===== src/rtl/shift_exec_stage_pkg.sv =====
// Shared types and constants for the shift execute stage.
package shift_exec_stage_pkg;

    localparam int SHIFT_XLEN = 32;
    localparam int SHIFT_TAGW = 5;
    localparam int SHAMT_W    = 5;

    typedef enum logic [1:0] {
        SHIFT_OP_SLL  = 2'b00,
        SHIFT_OP_SRL  = 2'b01,
        SHIFT_OP_SRA  = 2'b10,
        SHIFT_OP_RSVD = 2'b11
    } shift_op_t;

    // Operands captured in S1; the shift amount is already resolved
    // from register or immediate.
    typedef struct packed {
        logic [SHIFT_XLEN-1:0] a;
        logic [SHAMT_W-1:0]    shamt;
        shift_op_t             op;
        logic [SHIFT_TAGW-1:0] tag;
    } s1_payload_t;

    // True when the op needs a right shift from the core shifter.
    function automatic logic is_right_shift(input shift_op_t op);
        return (op == SHIFT_OP_SRL) || (op == SHIFT_OP_SRA);
    endfunction

endpackage


===== src/rtl/shift_exec_stage_shifter.sv =====
// Shared 32-bit combinational logarithmic shifter.
// op = 0 shifts left (SLL), op = 1 shifts right logically (SRL).
module shift_exec_stage_shifter
    import shift_exec_stage_pkg::*;
(
    input  logic [SHIFT_XLEN-1:0] a,
    input  logic [SHAMT_W-1:0]    shamt,
    input  logic                  op,
    output logic [SHIFT_XLEN-1:0] result
);

    // stage_val[k] holds the operand after the first k shift stages.
    logic [SHIFT_XLEN-1:0] stage_val [0:SHAMT_W];

    assign stage_val[0] = a;

    // Each stage shifts by a power of two when the matching shamt bit is set.
    generate
        for (genvar gi = 0; gi < SHAMT_W; gi++) begin : g_stage
            localparam int SH = 1 << gi;
            logic [SHIFT_XLEN-1:0] shifted;
            assign shifted = op ? (stage_val[gi] >> SH) : (stage_val[gi] << SH);
            assign stage_val[gi+1] = shamt[gi] ? shifted : stage_val[gi];
        end
    endgenerate

    assign result = stage_val[SHAMT_W];

endmodule


===== src/rtl/shift_exec_stage.sv =====
// Two-register execute stage for shift micro-ops: operand capture in S1,
// shift plus SRA sign fill between S1 and S2, tagged result held in S2
// until writeback accepts it.
module shift_exec_stage
    import shift_exec_stage_pkg::*;
#(
    parameter int XLEN = SHIFT_XLEN,
    parameter int TAGW = SHIFT_TAGW
) (
    input  logic            clk,
    input  logic            rst_n,
    input  logic            flush,
    input  logic            in_valid,
    output logic            in_ready,
    input  logic [XLEN-1:0] in_a,
    input  logic [XLEN-1:0] in_rs2,
    input  logic [4:0]      in_imm,
    input  logic            in_use_imm,
    input  logic [1:0]      in_op,
    input  logic [TAGW-1:0] in_tag,
    output logic            out_valid,
    input  logic            out_ready,
    output logic [XLEN-1:0] out_result,
    output logic [TAGW-1:0] out_tag,
    output logic            out_illegal
);

    logic        s1_valid_reg;
    logic        s2_valid_reg;
    s1_payload_t s1_reg;
    s1_payload_t s1_next;

    logic            s1_adv;
    logic            s2_adv;
    logic            core_right;
    logic [XLEN-1:0] core_result;
    logic [XLEN-1:0] sign_mask;
    logic [XLEN-1:0] result_next;
    logic            illegal_next;

    logic [XLEN-1:0] result_reg;
    logic [TAGW-1:0] tag_reg;
    logic            illegal_reg;

    // An empty stage always accepts; a full stage accepts only if it can drain.
    assign s2_adv   = !s2_valid_reg || out_ready;
    assign s1_adv   = !s1_valid_reg || s2_adv;
    assign in_ready = s1_adv;

    // Resolve the shift amount before capture so S1 holds only what the shifter needs.
    always_comb begin
        s1_next       = '0;
        s1_next.a     = in_a;
        s1_next.shamt = in_use_imm ? in_imm : in_rs2[4:0];
        s1_next.op    = shift_op_t'(in_op);
        s1_next.tag   = in_tag;
    end

    // Pipeline occupancy; flush wins over any advance or acceptance.
    always_ff @(posedge clk or negedge rst_n) begin
        if (!rst_n) begin
            s1_valid_reg <= 1'b0;
            s2_valid_reg <= 1'b0;
        end else if (flush) begin
            s1_valid_reg <= 1'b0;
            s2_valid_reg <= 1'b0;
        end else begin
            if (s2_adv) begin
                s2_valid_reg <= s1_valid_reg;
            end
            if (s1_adv) begin
                s1_valid_reg <= in_valid;
            end
        end
    end

    // S1 operand capture; contents are meaningless while s1_valid_reg is low.
    always_ff @(posedge clk) begin
        if (in_valid && s1_adv) begin
            s1_reg <= s1_next;
        end
    end

    assign core_right = is_right_shift(s1_reg.op);

    shift_exec_stage_shifter u_shifter (
        .a      (s1_reg.a),
        .shamt  (s1_reg.shamt),
        .op     (core_right),
        .result (core_result)
    );

    // Upper bits vacated by a right shift, filled with ones for negative SRA.
    assign sign_mask = s1_reg.a[XLEN-1] ? ~({XLEN{1'b1}} >> s1_reg.shamt) : '0;

    // Final result select, including SRA fill and the reserved encoding.
    always_comb begin
        result_next  = '0;
        illegal_next = 1'b0;
        unique case (s1_reg.op)
            SHIFT_OP_SLL,
            SHIFT_OP_SRL:  result_next = core_result;
            SHIFT_OP_SRA:  result_next = core_result | sign_mask;
            SHIFT_OP_RSVD: illegal_next = 1'b1;
            default:       illegal_next = 1'b1;
        endcase
    end

    // S2 output register; reset to zero so idle outputs are clean.
    always_ff @(posedge clk or negedge rst_n) begin
        if (!rst_n) begin
            result_reg  <= '0;
            tag_reg     <= '0;
            illegal_reg <= 1'b0;
        end else if (s1_valid_reg && s2_adv) begin
            result_reg  <= result_next;
            tag_reg     <= s1_reg.tag;
            illegal_reg <= illegal_next;
        end
    end

    assign out_valid   = s2_valid_reg;
    assign out_result  = result_reg;
    assign out_tag     = tag_reg;
    assign out_illegal = illegal_reg;

endmodule

===== config.mk =====
export PLATFORM = sky130hd
export DESIGN_NAME = shift_exec_stage
export DESIGN_NICKNAME = d
export VERILOG_FILES = /design/src/rtl/shift_exec_stage_pkg.sv /design/src/rtl/shift_exec_stage_shifter.sv /design/src/rtl/shift_exec_stage.sv
export SDC_FILE = /design/constraint.sdc
export NUM_CORES = 1
export LEC_CHECK = 0
export CORE_ASPECT_RATIO = 0.6
export CORE_MARGIN = 2
export CORE_UTILIZATION = 45
export CTS_CLUSTER_SIZE = 24
export DETAILED_ROUTE_END_ITERATION = 7
export GPL_TIMING_DRIVEN = 0
export PLACE_DENSITY = 0.69
export RECOVER_POWER = 50
export SETUP_SLACK_MARGIN = 0.2
export SLEW_MARGIN = 15
export SYNTH_ARGS = -nofsm -noshare
export SYNTH_HDL_FRONTEND = slang
export SYNTH_SLANG_ARGS = --single-unit
export TNS_END_PERCENT = 50

===== constraint.sdc =====
create_clock -name clk -period 3.1 [get_ports clk]
set_clock_uncertainty 0.2 [all_clocks]
set_input_delay 0.93 -clock clk [delete_from_list [all_inputs] [get_ports clk]]
set_output_delay 0.93 -clock clk [all_outputs]
set_load 0.01 [all_outputs]

==> flow_summary.yaml <==
run_status:
  outcome: "complete, but fails checks"
  failed_checks: "DRC, capacitance limit, slew limit"
synthesis:
  synth_fa_ha_area_share_pct: 0.669
  yosys_warnings: 0
  synth.area.top_cells: "sky130_fd_sc_hd__edfxtp_1 18%, sky130_fd_sc_hd__dfrtp_1 13%, sky130_fd_sc_hd__mux2i_1 10%"
  post_synth_mux_area_share_pct: 15.4
  post_synthesis_compound_gate_area_fraction_pct: 30.5
  synth-seq-cells: 84
  ys_seq_area_share_pct: 31.1
  synth_enable_flop_cells: 44
  number_of_unique_standard_cell_types_used_by_synthesis: 76
  post_synthesis_instance_total: 867
  post_synth_instance_area_mm2: 0.00748
  yosys.area.top_type: "sky130_fd_sc_hd__edfxtp_1"
  combinational_family_with_the_most_area_after_synthesis: "compound AO/OA/AOI/OAI gates"
  synthArstFlopShare_pct: 47.6
  yosys.cell_count.top_type: "sky130_fd_sc_hd__nor2_1"
  post_synth_and_or_nand_nor_area_fraction_pct: 15.5
  syn-num-nets: 953
  synth_common_cells: "89 x sky130_fd_sc_hd__nor2_1, 78 x sky130_fd_sc_hd__a21oi_1, 77 x sky130_fd_sc_hd__mux2i_1, 58 x sky130_fd_sc_hd__nand2_1"
  avgSynthCellArea_um2: 8.62
  synth_largest_type_area_fraction_pct: 17.7
  synth_top_flop_cell: "sky130_fd_sc_hd__edfxtp_1"
  synth_xor_xnor_area_share_pct: 0
grt:
  grt_overflow: 0
  wire_length_of_the_first_global_routing_pass_um: 58600
  track_usage_pct: 45.7
  antenna_found_initial: 0
  first_global_vias: 8831
  grt_max_degree: 37
route:
  drt_first_iter_violations: 1818
  detail-route-antenna-nets: 0
  routed-via-count: 9385
  routed_wl_um: 40800
  drt_first_pass_iters: 8
  drt_drc_violations_left: 1
  detail_route.vias_per_cell: 7.61
  wire_per_inst_um: 33.1
cts:
  clock_slew_at_reported_path_ffs_ns: 0.08
  clock-root-buffer: "sky130_fd_sc_hd__clkbuf_16"
  cts.sink_count: 84
  cts_tree: "built"
  cts_hold_buffers: 0
  cts_htree_levels: 3
  numCtsBuffers: 9
  cts_buffer_depth: 2
  clock_network_latency_to_the_later_pin_of_the_worst_skew_pair_ns: 0.38
floorplan:
  core_region_area_mm2: 0.0163
  core.rowCount: 36
  die_x_um: 170
  die_y_um: 104
  io_pins: 122
  die_area_mm2: 0.0177
  starting_density_of_the_core_pct: 46.0
placement:
  gp_routability_congestion: 1.13
  port_buffers: 94
  detailedPlacementHpwl_um: 30000
sta:
  fin_crit_sh_pct: 98.4
  max_slew_margin_pct: -0.234
  finalWorstPathRequiredPeriod_ns: 3.05
  tightest_pin_transition_ns: 1.50
  maximum_operating_frequency_mhz: 328
  maxSlewViolCount: 29
  worst_hold_margin_ns: 0.281
  setup_viol_count_final: 0
  report.final.hold_viol_count: 0
  unrepaired_setup_endpoints_after_global_routing: "true"
layout:
  largest_register_ff_count: 44
  final_layout_fill_cell_count: 1438
  num-nets-final: 1086
  area_growth_syn_to_layout_pct: 32.5
  drive_above_1_share_pct: 23.9
  number_of_antenna_diodes: 0
worst_setup_path:
  critical_path.max_fanout: 10
  timing.critical_path.from_type: "flop"
  setup.worst_path.class: "reg -> reg"
  worst_ep_arrival_time_ns: 3.09
  critical_path.endpoint_type: "flop"
  worst-endpoint-required_ns: 3.14
power_and_ir_drop:
  totalPowerFinal_mw: 4.51
  power.static_leakage_nw: 3.73
  power.ir.vdd_worst_mv: 0.323
  power_density_mw_per_mm2: 456
worst_hold_path:
  hold_path.class: "reg -> reg"
flow_run:
  drv_cap: 1
path summary, 6_finish.rpt:
path | startpoint | end | slack, ns | cells past startpoint
setup / recovery | s1_reg[11] | out_result[15] | 0.05 | 7
hold / removal | s1_reg[2] | out_tag[2] | 0.28 | 1
setup reg to reg | s1_reg[11] | out_result[15] | 0.05 | 7
max in group asynchronous | rst_n | out_result[31] | 0.45 | 2
hold reg to reg | s1_reg[2] | out_tag[2] | 0.28 | 1
min in group asynchronous | rst_n | out_result[20] | 0.33 | 1
metal layers:
metal | global-route usage (%) | routed length [um] | up-vias
met3 | 26.1 | 8150 | 206
met4 | 16.3 | 1970 | 2
met5 | 0 | 23 | -
met2 | 58.0 | 14900 | 1072
met1 | 63.2 | 15700 | 4465
li1 | - | - | 3640
per-stage QoR:
step                      util [%]  setup slack (ns)  TNS (ns)  area (um2)  instances
after detailed placement      53.7            -0.752    -16.59        8740       1191
final                         60.9            0.0505         0        9910       1233
after global routing          60.9             0.103         0        9910       1233
after CTS                     58.6             0.134         0        9530       1216
after floorplan                  -             0.296         0        7480        867
after global placement        53.5            -0.765    -49.72        8700       1189
logic make-up (layout without fill, tap and decap cells):
kind of cell | Yosys count | after routing
AO/OA/AOI/OAI | 327 | 327
AND/OR/NAND/NOR | 252 | 252
flip-flops | 84 | 84
buffers and inverters | 96 | 234
multiplexers | 104 | 104
adder cells (fa/ha/maj) | 4 | 4
what timing repair did:
item / 4_1_cts / 5_1_grt
resized for setup: 113 / 57
pin swaps: 15 / 16
cloned: 0 / 2
setup endpoints to repair: 33 / 33
buffers inserted: 9 / 15
cell usage in the layout, fill, tap and decap left out, types with 13 or more instances in the layout:
cell / instances
sky130_fd_sc_hd__mux2_2: 18
sky130_fd_sc_hd__mux2i_1: 75
sky130_fd_sc_hd__o22ai_1: 22
sky130_fd_sc_hd__nor3_1: 28
sky130_fd_sc_hd__a211oi_1: 23
sky130_fd_sc_hd__buf_4: 40
sky130_fd_sc_hd__o21ai_0: 41
sky130_fd_sc_hd__clkbuf_1: 19
sky130_fd_sc_hd__dlygate4sd3_1: 40
sky130_fd_sc_hd__a21oi_1: 69
sky130_fd_sc_hd__clkbuf_2: 19
sky130_fd_sc_hd__dfrtp_1: 40
sky130_fd_sc_hd__nand2_1: 53
sky130_fd_sc_hd__edfxtp_1: 44
sky130_fd_sc_hd__buf_2: 14
sky130_fd_sc_hd__o21ai_1: 13
sky130_fd_sc_hd__nand3_1: 16
sky130_fd_sc_hd__clkdlybuf4s50_1: 52
sky130_fd_sc_hd__nor2_1: 73
report_power, final:
part           switching [mW]  internal [mW]
registers               0.109           1.29
clock network           0.527          0.635
logic                    1.22          0.732
total                    1.86           2.66
final cells by class:
type                       instances  area, um2  share of cell area [%]
clock inverter                     6       72.6                   0.733
multi-input combinational        687       5190                    52.4
sequential                        84       2320                    23.4
timing repair buffer             122       1190                    12.0
clock buffer                      10        229                    2.31
inverter                          12       46.3                   0.467
buffer                            84        569                    5.75
tap                              228        285                    2.88
worst max-delay path, cell delays in order, from the launching register on:
cell and delay (ns):
sky130_fd_sc_hd__edfxtp_1 0.34, sky130_fd_sc_hd__clkbuf_1 0.37, sky130_fd_sc_hd__clkinv_1 0.58, sky130_fd_sc_hd__nand2_1 0.56
sky130_fd_sc_hd__nor2_1 0.21, sky130_fd_sc_hd__o21ai_0 0.23, sky130_fd_sc_hd__o311a_1 0.27, sky130_fd_sc_hd__a41oi_1 0.15
No activity file was read; power rests on OpenSTA's default activity.
